==> config.mk <==
export PLATFORM = sky130hd
export DESIGN_NAME = decompress_word_writer
export DESIGN_NICKNAME = d
export VERILOG_FILES = /design/src/rtl/decompress_word_writer.sv
export SDC_FILE = /design/constraint.sdc
export NUM_CORES = 1
export LEC_CHECK = 0
export BUFFER_PORTS_ARGS = -buffer_cell sky130_fd_sc_hd__buf_4
export CORE_ASPECT_RATIO = 2
export CORE_UTILIZATION = 47
export CTS_BUF_LIST = sky130_fd_sc_hd__clkbuf_16
export CTS_CLUSTER_SIZE = 12
export DETAILED_ROUTE_END_ITERATION = 16
export PLACE_DENSITY = 0.81
export SYNTH_ARGS = -nofsm -noshare
export SYNTH_HDL_FRONTEND = slang
export SYNTH_SLANG_ARGS = --single-unit
==> constraint.sdc <==
create_clock -name clk -period 1.9 [get_ports clk]
set_input_delay 0.095 -clock clk [delete_from_list [all_inputs] [get_ports clk]]
set_output_delay 0.095 -clock clk [all_outputs]
set_load 0.01 [all_outputs]
==> src/rtl/decompress_word_writer.sv <==
// rtl/decompress_word_writer.sv - packs decoded bytes little-endian into 32-bit words for the output RAM
module decompress_word_writer #(
  parameter int                    ADDR_WIDTH = 16,
  parameter logic [ADDR_WIDTH-1:0] BASE_ADDR  = '0
) (
  input  logic                  clk,
  input  logic                  rst,
  input  logic                  start,
  input  logic [7:0]            byte_in,
  input  logic                  byte_valid,
  input  logic                  byte_last,
  output logic                  byte_ready,
  output logic [ADDR_WIDTH-1:0] mem_addr,
  output logic [31:0]           mem_data,
  output logic [3:0]            mem_be,
  output logic                  mem_we,
  input  logic                  mem_ack,
  output logic [ADDR_WIDTH:0]   words_written,
  output logic                  busy,
  output logic                  done
);

  typedef enum logic [1:0] {
    IDLE  = 2'd0,
    FILL  = 2'd1,
    WRITE = 2'd2,
    DONE  = 2'd3
  } state_t;

  state_t                state;
  state_t                state_nx;

  // lane counts 0..4; it only reaches 4 after the top lane fills, on the way into WRITE
  logic [2:0]            lane;
  logic                  flush;
  logic [ADDR_WIDTH-1:0] addr;
  logic [31:0]           wbuf;
  logic [3:0]            be;
  logic [ADDR_WIDTH:0]   wcount;

  logic                  restart;
  logic                  take;
  logic                  lone_last;
  logic                  wr_done;

  assign restart   = ((state == IDLE) || (state == DONE)) && start;
  assign take      = (state == FILL) && byte_valid;
  assign lone_last = (state == FILL) && !byte_valid && byte_last;
  assign wr_done   = (state == WRITE) && mem_ack;

  // state register
  always_ff @(posedge clk) begin
    if (rst) begin
      state <= IDLE;
    end else begin
      state <= state_nx;
    end
  end

  // next-state decode
  always_comb begin
    state_nx = state;
    case (state)
      IDLE: begin
        if (start) state_nx = FILL;
      end
      FILL: begin
        if (byte_valid) begin
          if ((lane == 3'd3) || byte_last) state_nx = WRITE;
        end else if (byte_last) begin
          // an end marker with nothing buffered has no word to flush
          state_nx = (lane != 3'd0) ? WRITE : DONE;
        end
      end
      WRITE: begin
        if (mem_ack) state_nx = flush ? DONE : FILL;
      end
      DONE: begin
        if (start) state_nx = FILL;
      end
      default: state_nx = IDLE;
    endcase
  end

  // word buffer, byte enables, address and completion counter
  always_ff @(posedge clk) begin
    if (rst) begin
      lane   <= 3'd0;
      flush  <= 1'b0;
      addr   <= '0;
      wbuf   <= 32'd0;
      be     <= 4'd0;
      wcount <= '0;
    end else if (restart) begin
      lane   <= 3'd0;
      flush  <= 1'b0;
      addr   <= BASE_ADDR;
      wbuf   <= 32'd0;
      be     <= 4'd0;
      wcount <= '0;
    end else if (take) begin
      wbuf[{lane[1:0], 3'b000} +: 8] <= byte_in;
      be[lane[1:0]]                  <= 1'b1;
      lane                           <= lane + 3'd1;
      flush                          <= byte_last;
    end else if (lone_last && (lane != 3'd0)) begin
      flush <= 1'b1;
    end else if (wr_done) begin
      // buffer is cleared so unused lanes of the next word read as zero
      addr   <= addr + ADDR_WIDTH'(1);
      wcount <= wcount + (ADDR_WIDTH + 1)'(1);
      wbuf   <= 32'd0;
      be     <= 4'd0;
      lane   <= 3'd0;
    end
  end

  assign byte_ready    = (state == FILL);
  assign mem_we        = (state == WRITE);
  assign mem_addr      = addr;
  assign mem_data      = wbuf;
  assign mem_be        = be;
  assign words_written = wcount;
  assign busy          = (state == FILL) || (state == WRITE);
  assign done          = (state == DONE);

endmodule

# After elaboration in Yosys (flattened, before gate mapping)
# Cells that the tools add are included.
totals:
  ff_bits: 75
  inputBits: 14
  output_inout_bits: 73
classes:
  addsub: 4
  n_lt_le_gt_ge: 2
  eq_ne: 9
  shifts: 2
  n_mux: 22
  n_bitwise: 3
  n_reduce_logical: 20
op_table:
  columns: ["op", "count"]
  rows:
  - ["32-bit 2-to-1 mux", 3]
  - ["32-bit bitwise mux", 1]
  - ["8-bit by 7-bit variable shift with 32-bit output (first input constant)", 1]
  - ["8-bit by 7-bit variable part select with 32-bit output", 1]
  - ["17-bit by 1-bit adder with 17-bit output (second input constant)", 1]
  - ["16-bit by 1-bit adder with 16-bit output (second input constant)", 1]
  - ["2-bit 2-to-1 mux", 6]
  - ["4-bit 2-to-1 mux", 3]
  - ["3-bit 2-to-1 mux", 3]
  - ["1-bit logical AND", 7]
  - ["5-bit negation with 7-bit output", 1]
  - ["2-bit case mux with 3 select lines", 1]
  - ["2-bit equality test (second input constant)", 2]
  - ["1-bit 2-to-1 mux", 4]
  - ["2-bit by 1-bit != test with 1-bit output (second input constant)", 2]
  - ["4-bit bitwise OR", 1]
  - ["4-bit AND reduction", 1]
  - ["2-bit nonzero test", 2]
  - ["2-bit OR reduction", 2]
  - ["3-bit by 1-bit adder with 3-bit output (second input constant)", 1]
  - ["3-bit by 2-bit equality test with 1-bit output (second input constant)", 1]
  - ["1-bit logical OR", 3]
  - ["2-bit by 3-bit less-than comparator with 1-bit output (second input constant)", 1]
  - ["3-bit by 2-bit != test with 1-bit output (second input constant)", 1]
  - ["11 further kinds", 12]

# Longest topological paths before layout
# Gate-level depths: netlist of the first run.
logic_depth:
  ltp_word: 6
  ltp_mapped: 9

# Worst setup path before layout of the first run
# No wires, ideal clock.
synth_path:
  kind: "flip-flop to flip-flop"
  from: "register state[1]"
  to: "register wbuf[10], in the netlist mem_data[10]"
  arrival_ns: 1.869
  required_ns: 1.783
  slack_ns: -0.086
  stages_incl_launch_ff: 8
  n_path_buf: 1
  path_cell_list: "dfxtp_1 > inv_1 > ha_1 > and2_1 > buf_4 > a311oi_4 > o21ai_4 > a32o_1"
synth_via:
  elab_chain_cells: 6
synth_lines:
  columns: ["element", "line", "rtl"]
  rows:
  - ["from (decl)", "30", "state_t state;"]
  - ["from (signal assigned)", "56", "state <= state_nx;"]
  - ["2-bit by 1-bit equality test with 1-bit output (*)", null, null]
  - ["net byte_ready", "12", "output logic byte_ready,"]
  - ["1-bit logical AND (2 in a row)", "48", "assign lone_last = (state == FILL) && !byte_valid && byte_last;"]
  - ["1-bit logical AND", "106", "end else if (lone_last && (lane != 3'd0)) begin"]
  - ["2-bit != test (no source line)", null, null]
  - ["2-bit AND reduction (no source line)", null, null]
  - ["to (signal, indexed assignment)", "102", "wbuf[{lane[1:0], 3'b000} +: 8] <= byte_in;"]
  - ["to (decl)", "37", "logic [31:0] wbuf;"]
# The timed path passes the listed nets; every way through them passes the cells marked *.
# A chain may end at the register's enable or synchronous reset.

# Worst setup path after layout of the first run
layout_path:
  from: "register lane[1]"
  to: "register wcount[7], in the netlist words_written[7]"
layout_via:
  elab_chain_cells: 4
layout_lines:
  columns: ["element", "line", "rtl"]
  rows:
  - ["from (decl)", "34", "logic [2:0] lane;"]
  - ["from (signal assigned)", "104", "lane <= lane + 3'd1;"]
  - ["3-bit nonzero test", "106", null]
  - ["1-bit logical AND", "106", null]
  - ["1-bit inverter (no source line)", null, null]
  - ["3-bit AND reduction (no source line)", null, null]
  - ["to (signal assigned)", "111", "wcount <= wcount + (ADDR_WIDTH + 1)'(1);"]
  - ["to (decl)", "39", "logic [ADDR_WIDTH:0] wcount;"]
# No other way between the ends.

==> results.txt, run 1 <==
- The run finished with clean final reports.
- Among all stages on the critical path, the largest delay is contributed by sky130_fd_sc_hd__or4_1.
* Pwr Density: 933 mW/mm2
* Overall overflow remaining after global route: 0
- Hold wc startpoint: byte_in[1]
- Number of nets in the finished design: 492
- Buffers placed on the I/O ports in this run total 86.
* HPWL after DPL: 6330 um
- Wire length per cell: 15.6 um
* Total core area: 0.00694 mm2
* Final sum of negative setup slack: 0 ns
- Final cell count without fillers: 559
- The detailed router put a total of 3300 um of wire on met1.
- The count of nets left with antenna violations once routing finished came out at 0.
* DIE WIDTH: 61.8 um
- Kind of end point of the critical path: flip-flop
- Deepest clock path buffer count: 2
- Across all layers, the routed design uses 3242 vias.
- Combinational cell fraction of total power: 26.1%
- Along the worst path, the maximum fanout reaches 29.
* Maximum Capacitance Violations: 0
* Launching element type of the critical path: flip-flop
* Met2 routed WL: 4830 um
* Largest cells by area after synthesis: sky130_fd_sc_hd__dfxtp_1 (45%), sky130_fd_sc_hd__ha_1 (5.2%), sky130_fd_sc_hd__a21oi_1 (4.9%)
* Mean post-synth cell area: 9.56 um2
- Net count after synthesis: 380
- Number of enable-type register cells in the synthesized netlist: 0
- Data arrival time at the worst-slack endpoint: 2.13 ns
- Area share of the largest cell type after synthesis: 44.6%
- During synthesis, Yosys emitted a total of 0 warnings.
* Worst skew pair latency: 0.34 ns
- The tree is rooted in a sky130_fd_sc_hd__clkbuf_16.
- Fraction of layout cells with a size suffix above 1: 32.2%
* # DRC: 0
* Via-per-instance ratio: 5.80
- Setup repair after global routing could not meet its margin everywhere.
* Pin count of the biggest net entering global routing: 30
- At the end of routability-driven placement, the weighted congestion stood at 0.838.
- The filler cells instantiated in the layout total 552.
- The cell family contributing the most delay on the critical path is simple AND/OR/NAND/NOR gates.
- The number of slew-limit violations in the final report is 0.
- On the worst path, the slowest cell contributes a delay of 0.51 ns.
* CTS sink cnt: 75
- Most used flip-flop cell after synthesis: sky130_fd_sc_hd__dfxtp_1
- Setup Crit Path Kind: reg -> reg
* Minimum clock period after layout: 1.86 ns
- Number of synthesized register bits: 75
* Count of endpoints failing setup in the final report: 0
* First-pass GRT wire length: 14000 um
- Number of top-level pins: 87
- IR analysis of the VDD net gives a maximum drop of 584 uV.
- Together, buffers and inverters on the worst path number 2.
- Highest Clock Rate: 0.539 GHz
- P_int: 2.99 mW
- Number of DRC violations after detailed-routing iteration 0: 175
* Cell accounting for the most synthesized area: sky130_fd_sc_hd__dfxtp_1
- In this run the critical register-to-register path is launched from lane[1].
- In this run the worst hold path is classified as in -> reg.
* Post-synthesis async set-or-reset flop share: 0%
* Die Area: 0.00752 mm2
- Num CTS Buffers: 9
* Vias in the first global route: 3028
* Period Utilization, post-route: 97.7%
- The number of placed instances, taps included, is 535.
- Pin slew with the least headroom to its limit: 0.526 ns
- The pre-antenna-repair detailed-routing pass consisted of 4 iterations.
- Tracing the worst setup path back leads to its startpoint at lane[1].
- Share of synthesized area occupied by flip-flops and latches: 44.6%
* Wire length on met3: 321 um
- Area of the mapped netlist: 0.00336 mm2
- The area growth from synthesis to layout is 38.5%.
- Slew Limit Headroom: 64.9%
- In the global route stage, overall resource usage came out at 24.9%.
* Crit path cell chain: inv_1 > ha_1 > and2b_2 > o211ai_1 > buf_12 > or4_1 > a21oi_1
- Static leakage: 1.85 nW
* Data required time at the worst endpoint: 2.17 ns
- Reg power frac: 38.4%
- The floorplan step set the die height to 122 um.
- Clock Skews: 0.00582 ns
- Initial antenna violation count: 0
- Sw Share: 31.3%
- Initial Util: 48.5%
* Share of total power in the clock network: 35.5%
- Detailed-route wire length: 8750 um
* Final hold viol count: 0
- Counting distinct cell types in the post-synthesis netlist gives 42.
- H-tree levels: 3
* Synthesized instance count: 352
* Clock tree from TritonCTS: built
* Antenna cells: 0
* Net switching power figure: 1.36 mW
* Row count: 43
- Signal routing reaches up to met4.
- After clock tree synthesis, the clock-pin slew on the worst setup and hold paths is 0.06 ns.
-- sequential cells by signal, summed over array words and instances (netlist names) --
signal / cells
mem_addr: 16
state: 2
lane: 3
flush: 1
words_written: 17
mem_data: 32
mem_be: 4
-- cell usage after synthesis, types with 2 or more instances --
cell,instances
sky130_fd_sc_hd__o31ai_1,19
sky130_fd_sc_hd__nand4_1,9
sky130_fd_sc_hd__xnor2_1,4
sky130_fd_sc_hd__mux2i_1,3
sky130_fd_sc_hd__nor2_1,15
sky130_fd_sc_hd__or4_1,18
sky130_fd_sc_hd__o21ai_0,15
sky130_fd_sc_hd__a32o_1,16
sky130_fd_sc_hd__and4_1,5
sky130_fd_sc_hd__buf_6,2
sky130_fd_sc_hd__nor2b_1,2
sky130_fd_sc_hd__a211oi_2,2
sky130_fd_sc_hd__o2111ai_2,2
sky130_fd_sc_hd__nand3_1,10
sky130_fd_sc_hd__ha_1,14
sky130_fd_sc_hd__inv_1,13
sky130_fd_sc_hd__clkbuf_1,9
sky130_fd_sc_hd__dfxtp_1,75
sky130_fd_sc_hd__o211ai_1,2
sky130_fd_sc_hd__nand2b_1,3
sky130_fd_sc_hd__buf_2,8
sky130_fd_sc_hd__a22o_1,16
sky130_fd_sc_hd__a21oi_1,33
sky130_fd_sc_hd__and2_1,4
sky130_fd_sc_hd__nand2_1,26
sky130_fd_sc_hd__a22oi_1,4
sky130_fd_sc_hd__or3_1,6
sky130_fd_sc_hd__o21ai_4,2
sky130_fd_sc_hd__nor3_1,2
-- through the flow --
stage	hold WS (ns)	instance area [um2]	util [%]	setup WS (ns)	power (mW)
3_5_place_dp	0.290	4250	61.2	-0.0884	2.73
3_3_place_gp	0.286	4250	61.2	0.00968	2.69
2_1_floorplan	0.160	3380	-	-0.0312	2.31
4_1_cts	0.00482	4620	66.6	0.0134	4.31
5_1_grt	0.0119	4660	67.1	-0.0767	4.53
6_report	0.0104	4660	67.1	0.0436	4.35
-- layout make-up --
| cell class | instances | area (um2) | share of cell area (%) |
|---|---|---|---|
| multi-input cells | 243 | 1760 | 37.8 |
| flip-flops and latches | 75 | 1500 | 32.3 |
| repair buffers | 122 | 963 | 20.7 |
| clock buffers | 9 | 225 | 4.83 |
| well taps | 90 | 113 | 2.42 |
| inverters | 13 | 48.8 | 1.05 |
| clock inverters | 7 | 45.0 | 0.967 |
-- cells in the final DEF, fill, tap and decap left out, types with 2 or more instances in the layout --
cell type	Yosys	routed
sky130_fd_sc_hd__nand2_2	0	3
sky130_fd_sc_hd__nor2_1	15	15
sky130_fd_sc_hd__a22o_1	16	16
sky130_fd_sc_hd__dlygate4sd3_1	0	6
sky130_fd_sc_hd__inv_1	13	12
sky130_fd_sc_hd__buf_6	2	2
sky130_fd_sc_hd__nor2b_1	2	2
sky130_fd_sc_hd__a21oi_1	33	33
sky130_fd_sc_hd__clkbuf_16	0	9
sky130_fd_sc_hd__clkinv_4	0	2
sky130_fd_sc_hd__nand2_1	26	23
sky130_fd_sc_hd__nand2b_1	3	3
sky130_fd_sc_hd__o211ai_1	2	2
sky130_fd_sc_hd__o21ai_0	15	14
sky130_fd_sc_hd__buf_12	0	2
sky130_fd_sc_hd__buf_4	1	112
sky130_fd_sc_hd__a22oi_1	4	4
sky130_fd_sc_hd__dfxtp_1	75	74
sky130_fd_sc_hd__a32o_1	16	16
sky130_fd_sc_hd__and2_1	4	3
sky130_fd_sc_hd__ha_1	14	13
sky130_fd_sc_hd__clkinv_2	0	4
sky130_fd_sc_hd__or4_1	18	18
sky130_fd_sc_hd__o31ai_1	19	19
sky130_fd_sc_hd__nand4_1	9	9
sky130_fd_sc_hd__and4_1	5	4
sky130_fd_sc_hd__xnor2_1	4	4
sky130_fd_sc_hd__o21ai_4	2	2
sky130_fd_sc_hd__or3_1	6	6
sky130_fd_sc_hd__mux2i_1	3	3
sky130_fd_sc_hd__nand3_1	10	10
-- per-layer routing --
| metal | track usage [%] | up-vias |
|---|---|---|
| li1 | - | 1570 |
| met4 | 14.0 | 0 |
| met5 | 0 | - |
| met2 | 44.6 | 96 |
| met3 | 3.08 | 23 |
| met1 | 26.6 | 1553 |
-- final timing paths --
| path | to | slack, ns | depth (start not counted) |
|---|---|---|---|
| setup / recovery | words_written[7] | 0.04 | 7 |
| hold / removal | mem_data[25] | 0.01 | 2 |
| hold reg to reg | mem_data[16] | 0.47 | 1 |
| setup reg to reg | words_written[7] | 0.04 | 7 |
-- logic make-up after synthesis --
kind of cell | share of synthesized area (%)
flops | 44.6
compound gates | 26.3
buf+inv | 4.69
mux | 0.893
simple gates | 17.2
xor+xnor | 1.04
fa+ha+maj | 5.21
-- power groups by stage --
stage | combinational [mW] | sequential, mW | clock (mW)
2_1_floorplan | 0.593 | 1.72 | 0
4_1_cts | 1.08 | 1.67 | 1.56
5_1_grt | 1.23 | 1.68 | 1.62
3_5_place_dp | 1.02 | 1.70 | 0
6_report | 1.13 | 1.67 | 1.54
3_3_place_gp | 0.994 | 1.70 | 0
-- repair_timing --
item | 4_1_cts | 5_1_grt
gates resized for setup | 7 | 8
hold endpoints to repair | 11 | 0
pin swaps | 2 | 4
buffers inserted | 1 | 1
setup endpoints to repair | 38 | 48
hold buffers | 6 | 0
(Power assumes the default switching activity.)
==> run 2, diff against run 1 <==
==> constraint.sdc (replaced) <==
create_clock -name clk -period 1.9 [get_ports clk]
set_input_delay 0.475 -clock clk [delete_from_list [all_inputs] [get_ports clk]]
set_output_delay 0.475 -clock clk [all_outputs]
set_load 0.01 [all_outputs]
==> run 2 against run 1 <==
Core utilization is 0.47 points higher. Sequential share of layout area is 0.14 points lower. Final area is 0.70% higher. Via count is 1.0% higher. Power is 0.73% higher. Critical path depth is 1 higher. Non-clock buffer count is 2 higher. Sequential cell count stayed put. Maximum frequency is 1.6% lower. Count of clock-buffer cells in the layout stayed put. Clock power hardly changed. Critical path type unchanged. Largest cell class unchanged. Highest routed layer unchanged.
==> results.txt, run 2 (synthesized netlist as in run 1, its figures left out) <==
- The number of levels in the clock H-tree came to 3 (unchanged).
* Pwr Density: 934 mW/mm2 (about the same)
* Clock tree from TritonCTS: built
- The number of buffers added on ports came to 86 (unchanged).
- Deepest clock path buffer count: 2 (unchanged)
* Worst skew pair latency: 0.34 ns (about the same)
- Slew Limit Headroom: 65.7% (+0.75 points)
- The final antenna diode count is 0 (unchanged).
- Fraction of layout cells with a size suffix above 1: 35.7% (+3.5 points)
- Cell depth of the worst min-delay path: 2 (unchanged)
* Cell chosen for the clock root: sky130_fd_sc_hd__clkbuf_16
* Launching element type of the critical path: flip-flop
- The HPWL after detailed placement came to 6420 um (+1.5%).
* Total of hold buffers inserted after clock tree synthesis: 0 (-6)
* Clock Skews: 0.00666 ns (+0.000841 ns)
- Capture endpoint of the worst hold path: state[0]
- Period Utilization, post-route: 99.3% (+1.6 points)
- Number of antenna-violating nets in the routed design: 0 (unchanged)
- DIE WIDTH: 61.8 um (unchanged)
- The utilization after layout came to 67.6% (+0.47 points).
* Dominant delay contributor by cell family on the critical path: simple AND/OR/NAND/NOR gates
- Number of DRC violations after detailed-routing iteration 0: 169 (-3.4%)
- The worst endpoint required time was 2.17 ns (about the same).
- The maximum clock frequency was 0.530 GHz (-1.6%).
- The transition time at the pin with the least slew margin is 0.515 ns (-0.0113 ns).
* # DRC: 0 (unchanged)
- The sequential power share was 38.2% (-0.2 points).
- The area of the die came to 0.00752 mm2 (unchanged).
* Filler instances: 545 (-1.3%)
* Pin count of the biggest net entering global routing: 21 (-30%)
- The hold violation count in the final report is 0 (unchanged).
- Detailed-route wire length: 8910 um (+1.8%)
* Minimum clock period after layout: 1.89 ns (+0.0311 ns)
- The via count is 3275 (+1.0%).
- The all-layer global routing usage came to 24.6% (-0.39 points).
* Wire length per cell: 15.9 um (+1.4%)
* Crit path max fanout: 13 (-55%)
- Area Overhead vs Synth: 39.5%
* Combined buffer and inverter count along the critical path: 3 (+1)
* Largest stage delay on the critical path: 0.49 ns (-0.02 ns)
- The number of violations of the max-capacitance limit came to 0 (unchanged).
- The CTS buffer count is 9 (unchanged).
- Overall overflow remaining after global route: 0 (unchanged)
* Initial Util: 48.5% (unchanged)
- The switching share of power was 31.0% (-0.33 points).
- The number of nets in the final layout came to 494 (+0.41%).
* Slowest cell on the critical path: sky130_fd_sc_hd__or4_1
- Setup repair after global routing could not meet its margin everywhere.
* Worst R2R Setup Slack: 0.01 ns (-0.03 ns)
* Row count: 43 (unchanged)
- STA classifies the critical path endpoint as a flip-flop.
- The final count of negative-setup-slack endpoints was 0 (unchanged).
* Worst reg2reg endpoint: words_written[5]
- P_int: 3.02 mW (+1.2%)
* Max reg flops: 32 (unchanged)
- The run finished with clean final reports.
- The I/O pin count is 87 (unchanged).
- Vias in the first global route: 3094 (+2.2%)
- Net switching power figure: 1.36 mW (-0.33%)
* Max-slew violation count: 0 (unchanged)
- Crit path cell chain: inv_1 > ha_2 > and2_4 > o211ai_1 > buf_4 > buf_12 > or4_1 > a21oi_1
- The number of clock sinks is 75 (unchanged).
- Setup Crit Path Kind: reg -> reg
* Clock-pin slew on the worst setup and hold paths: 0.06 ns (about the same)
* First-pass GRT wire length: 13800 um (-1.5%)
- The static leakage power was 1.89 nW (+2.4%).
- Leaving out fill and tap cells, the most frequent cell in the layout is sky130_fd_sc_hd__buf_4.
- In this run the critical register-to-register path is launched from state[0].
- The number of detailed-route iterations in the first pass came to 4 (unchanged).
- Peak VDD IR: 578 uV (-0.97%)
- Data arrival time at the worst-slack endpoint: 2.15 ns (+0.02 ns)
- The height of the chip was 122 um (unchanged).
- Combinational cell fraction of total power: 26.9% (+0.8 points)
- Global placement routability congestion: 0.841 (+0.35%)
* Via-per-instance ratio: 5.84 (+0.66%)
- The path class of the tightest hold or removal check is in -> reg.
- The final-layout worst hold slack is 0.316 ns (+0.306 ns).
- Total core area: 0.00694 mm2 (unchanged)
- The portion of total power attributed to the clock network was 34.9% (-0.6 points).
* Initial antenna violation count: 0 (unchanged)
* Cell depth of the worst flop-to-flop path: 8 (+1)
- Most frequent cells in the layout: sky130_fd_sc_hd__buf_4 (122), sky130_fd_sc_hd__dfxtp_1 (71), sky130_fd_sc_hd__a21oi_1 (30)
- Hold wc startpoint: rst
[run 2: power groups by stage]
| stage | Clock (mW) | Combinational [mW] | Sequential, mW |
|---|---|---|---|
| 6_report | 1.53 | 1.18 | 1.67 |
| 5_1_grt | 1.62 | 1.27 | 1.68 |
| 4_1_cts | 1.55 | 1.11 | 1.67 |
| 3_5_place_dp | 0 | 1.03 | 1.70 |
| 3_3_place_gp | 0 | 1.01 | 1.70 |
| 2_1_floorplan | 0 | 0.593 | 1.72 |
[run 2: cell type report]
cell class              instances  area (um2)  area share, %
clock buffers                   9         225           4.80
well taps                      90         113           2.40
flip-flops and latches         75        1510           32.1
multi-input cells             243        1790           38.1
inverters                      13        48.8           1.04
repair buffers                124         968           20.6
clock inverters                 7        43.8          0.933
[run 2: what timing repair did]
action	4_1_cts	5_1_grt
gates cloned	1	0
resized for setup	6	18
pin swaps	4	6
setup endpoints to repair	31	55
setup buffers	3	2
[run 2: layer usage]
layer  track usage, %  wire [um]  vias up
met5                0          0        -
met1             24.7       3260     1571
li1                 -          -     1570
met2             43.3       4930      105
met4             14.0        289        0
met3             5.94        418       29
[run 2: worst max path at each step]
stage               cells past startpoint     start           endpoint
floorplan                               7  state[1]       mem_data[10]
detailed placement                      6   mem_ack   words_written[7]
CTS                                     6  state[0]       mem_data[11]
global placement                        6   mem_ack  words_written[10]
finish                                  8  state[0]   words_written[5]
global route                            8  state[0]  words_written[10]
[run 2: stage by stage]
step | instance area (um2) | setup TNS [ns] | setup WS (ns) | power (mW) | cells
after floorplan | 3380 | -0.376 | -0.0312 | 2.31 | 352
after global placement | 4280 | -0.517 | -0.0609 | 2.71 | 539
after detailed placement | 4280 | -1.16 | -0.0752 | 2.74 | 539
after CTS | 4620 | 0 | 0.00414 | 4.32 | 559
after global routing | 4690 | -0.427 | -0.0421 | 4.57 | 561
final | 4690 | 0 | 0.0125 | 4.38 | 561
==> run 3, diff against run 2 <==
- CORE_MARGIN: unset -> 2
- CORE_UTILIZATION: 47 -> 45
- PLACE_DENSITY: 0.81 -> 0.78
- SETUP_SLACK_MARGIN: unset -> 0.3
==> run 3 against run 2 <==
The run now ends with setup timing left. Clock power about the same. Die area is 9.4% higher. Sequential cell count is the same. Final area up 12%. Wire length is 31% higher. First-iteration DRC count up 70%. Critical path depth increased by 1. Worst setup slack got worse by 0.20 ns. Maximum frequency fell by 9.7%. Sequential share of layout area shrank 3.2 points. Highest routed layer unchanged.
==> results.txt, run 3 (synthesized netlist as in run 1, its figures left out) <==
* Highest Clock Rate: 0.478 GHz (-9.7%)
* Slew Limit Headroom: 71.9% (+6.3 points)
- The setup total negative slack was -0.190 ns (-0.190 ns).
- Global placement routability congestion: 0.768 (-8.7%)
- M3 GR Usage: 3.93% (-2.0 points)
* H-tree levels: 3 (unchanged)
- The number of global-route vias before repair is 3352 (+8.3%).
- The global routing usage on met2 came to 44.9% (+1.6 points).
- Filler instances: 521 (-4.4%)
* Number of nets in the finished design: 524 (+6.1%)
* Row count: 44 (+2.3%)
* Pin slew with the least headroom to its limit: 0.419 ns (-0.0960 ns)
* Most frequent cells in the layout: sky130_fd_sc_hd__buf_4 (130), sky130_fd_sc_hd__dfxtp_1 (64), sky130_fd_sc_hd__a21oi_1 (24)
- The number of slew-limit violations in the final report is 0 (unchanged).
- Period Utilization, post-route: 110% (+11 points)
- Router iterations before antenna repair: 5 (+1)
- Clock Skews: 0.00490 ns (-0.00176 ns)
* Sequential cell area: 0.00152 mm2 (+0.91%)
* Clock tree from TritonCTS: built
- The via count was 3616 (+10%).
* Pwr Density: 937 mW/mm2 (+0.34%)
* HPWL after DPL: 6800 um (+6.0%)
* Total area of multi-input combinational cells: 0.00207 mm2 (+16%)
- Setup Crit Path Kind: reg -> reg
- Minimum clock period after layout: 2.09 ns (+0.203 ns)
- Final cell count without fillers: 593 (+5.7%)
- Leaving out fill and tap cells, the most frequent cell in the layout is sky130_fd_sc_hd__buf_4.
* Cell count after placement: 538 (-0.19%)
- The number of flip-flops under the largest register name is 32 (unchanged).
* Cell depth of the worst min-delay path: 2 (unchanged)
* Kind of end point of the critical path: flip-flop
- Layer carrying the most global-route usage: met2
* Port-buffer cells: 86 (unchanged)
* Post-route setup slack: -0.190 ns (-0.203 ns)
* DP Area: 0.00429 mm2 (+0.15%)
- The share of cells above drive strength 1 came to 47.7% (+12 points).
* Num CTS Buffers: 9 (unchanged)
- Maximum Capacitance Violations: 0 (unchanged)
- Detailed-route wire length: 11700 um (+31%)
- Via-per-instance ratio: 6.10 (+4.5%)
* CTS sink cnt: 75 (unchanged)
- Number of top-level pins: 87 (unchanged)
- The worst-skew pair later-pin latency is 0.34 ns (about the same).
- The static leakage power came to 2.05 nW (+8.3%).
- # DRC: 0 (unchanged)
- Post-Layout Inst Area: 0.00527 mm2 (+12%)
- Peak VDD IR: 650 uV (+12%)
- DIE WIDTH: 65.1 um (+5.4%)
* Cell depth of the worst flop-to-flop path: 9 (+1)
- The area of the die is 0.00823 mm2 (+9.4%).
- Hold crit path type: in -> reg
- The effective utilization at floorplan was 46.3% (-2.2 points).
- The wire length of the first global-routing pass is 15700 um (+14%).
- Launching element type of the critical path: flip-flop
* Final core utilization: 72.5% (+4.9 points)
* Cell chosen for the clock root: sky130_fd_sc_hd__clkbuf_16
- The worst endpoint required time came to 2.10 ns (-0.07 ns).
- The checks that failed: setup timing.
* Deepest clock path buffer count: 2 (unchanged)
- Vert. Die Dim: 126 um (+3.8%)
* RSZ-0062 raised after global routing: yes
- Status: finished, violations left
- The wire length per cell after detailed routing is 19.7 um (+24%).
* Number of antenna-violating nets in the routed design: 0 (unchanged)
- Antenna cells: 0 (unchanged)
- The overflow left after global routing was 0 (unchanged).
- The final count of negative-setup-slack endpoints is 1 (+1).
- The all-layer global routing usage came to 24.7% (+0.18 points).
- The final-layout worst hold slack is 0.311 ns (-0.00464 ns).
- Area Overhead vs Synth: 56.5%
- The initial antenna violation count is 0 (unchanged).
- The DRC marker count from the first detailed-route iteration is 288 (+70%).
- Pin count of the biggest net entering global routing: 22 (+4.8%)
* Final hold viol count: 0 (unchanged)
- Clock-pin slew on the worst setup and hold paths: 0.06 ns (about the same)
- Total core area: 0.00727 mm2 (+4.7%)
- The endpoint arrival time on the critical path was 2.29 ns (+0.14 ns).
* Grt met1 use: 23.2% (-1.5 points)
- The peak fanout along the critical path is 8 (-5).
run 3: changes by cell type in the layout (fill, tap and decap cells not counted), sizes merged:
cell and change:
o2111ai +1, buf +30, bufbuf -1, clkinvlp +1, inv -1
run 3: stage by stage:
step           power [mW]  setup slack [ns]
2_1_floorplan        2.37            0.0594
3_3_place_gp         2.72            0.0564
3_5_place_dp         2.75         -0.000368
4_1_cts              4.54            0.0981
5_1_grt              5.09            -0.251
6_report             4.93            -0.190
run 3: layer usage:
layer  vias up  part of all wire, %  routed length, um
li1       1639                    -                  -
met2       206                   54               6290
met3        54                  5.5                641
met5         -                    0                  0
met4         0                  6.9                802
met1      1717                   34               3950
run 3: layout make-up:
| class | count | area share [%] |
|---|---|---|
| flip-flops and latches | 75 | 28.9 |
| multi-input cells | 244 | 39.4 |
| clock inverters | 7 | 0.665 |
| well taps | 92 | 2.19 |
| repair buffers | 153 | 23.6 |
| clock buffers | 9 | 4.28 |
| inverters | 13 | 0.974 |
run 3: repair_timing:
action	4_1_cts	5_1_grt
pin swaps	32	48
endpoints found under the setup margin	73	77
cloned	1	2
buffers inserted	13	23
hold buffers	0	0
gates resized for setup	42	61
run 3: path summary, 6_finish.rpt:
check                from  slack (ns)          endpoint
min reg2reg  mem_data[19]        0.48      mem_data[19]
max              state[0]       -0.19  words_written[7]
min                   rst        0.31          state[1]
max reg2reg      state[0]       -0.19  words_written[7]
run 3: where the power goes:
part | total [mW] | leakage (nW) | internal, mW | switching, mW
registers | 1.69 | 0.611 | 1.64 | 0.0519
logic | 1.75 | 1.31 | 0.836 | 0.910
clock network | 1.50 | 0.121 | 0.861 | 0.639
total | 4.93 | 2.05 | 3.33 | 1.60
run 3: worst max-delay path, stage by stage (launching register included):
cell and delay [ns]:
sky130_fd_sc_hd__dfxtp_4 0.36, sky130_fd_sc_hd__inv_4 0.06, sky130_fd_sc_hd__ha_4 0.13, sky130_fd_sc_hd__and2_4 0.19, sky130_fd_sc_hd__o211ai_1 0.20, sky130_fd_sc_hd__buf_4 0.23
sky130_fd_sc_hd__buf_12 0.13, sky130_fd_sc_hd__buf_8 0.13, sky130_fd_sc_hd__o31ai_1 0.38, sky130_fd_sc_hd__a21oi_1 0.14
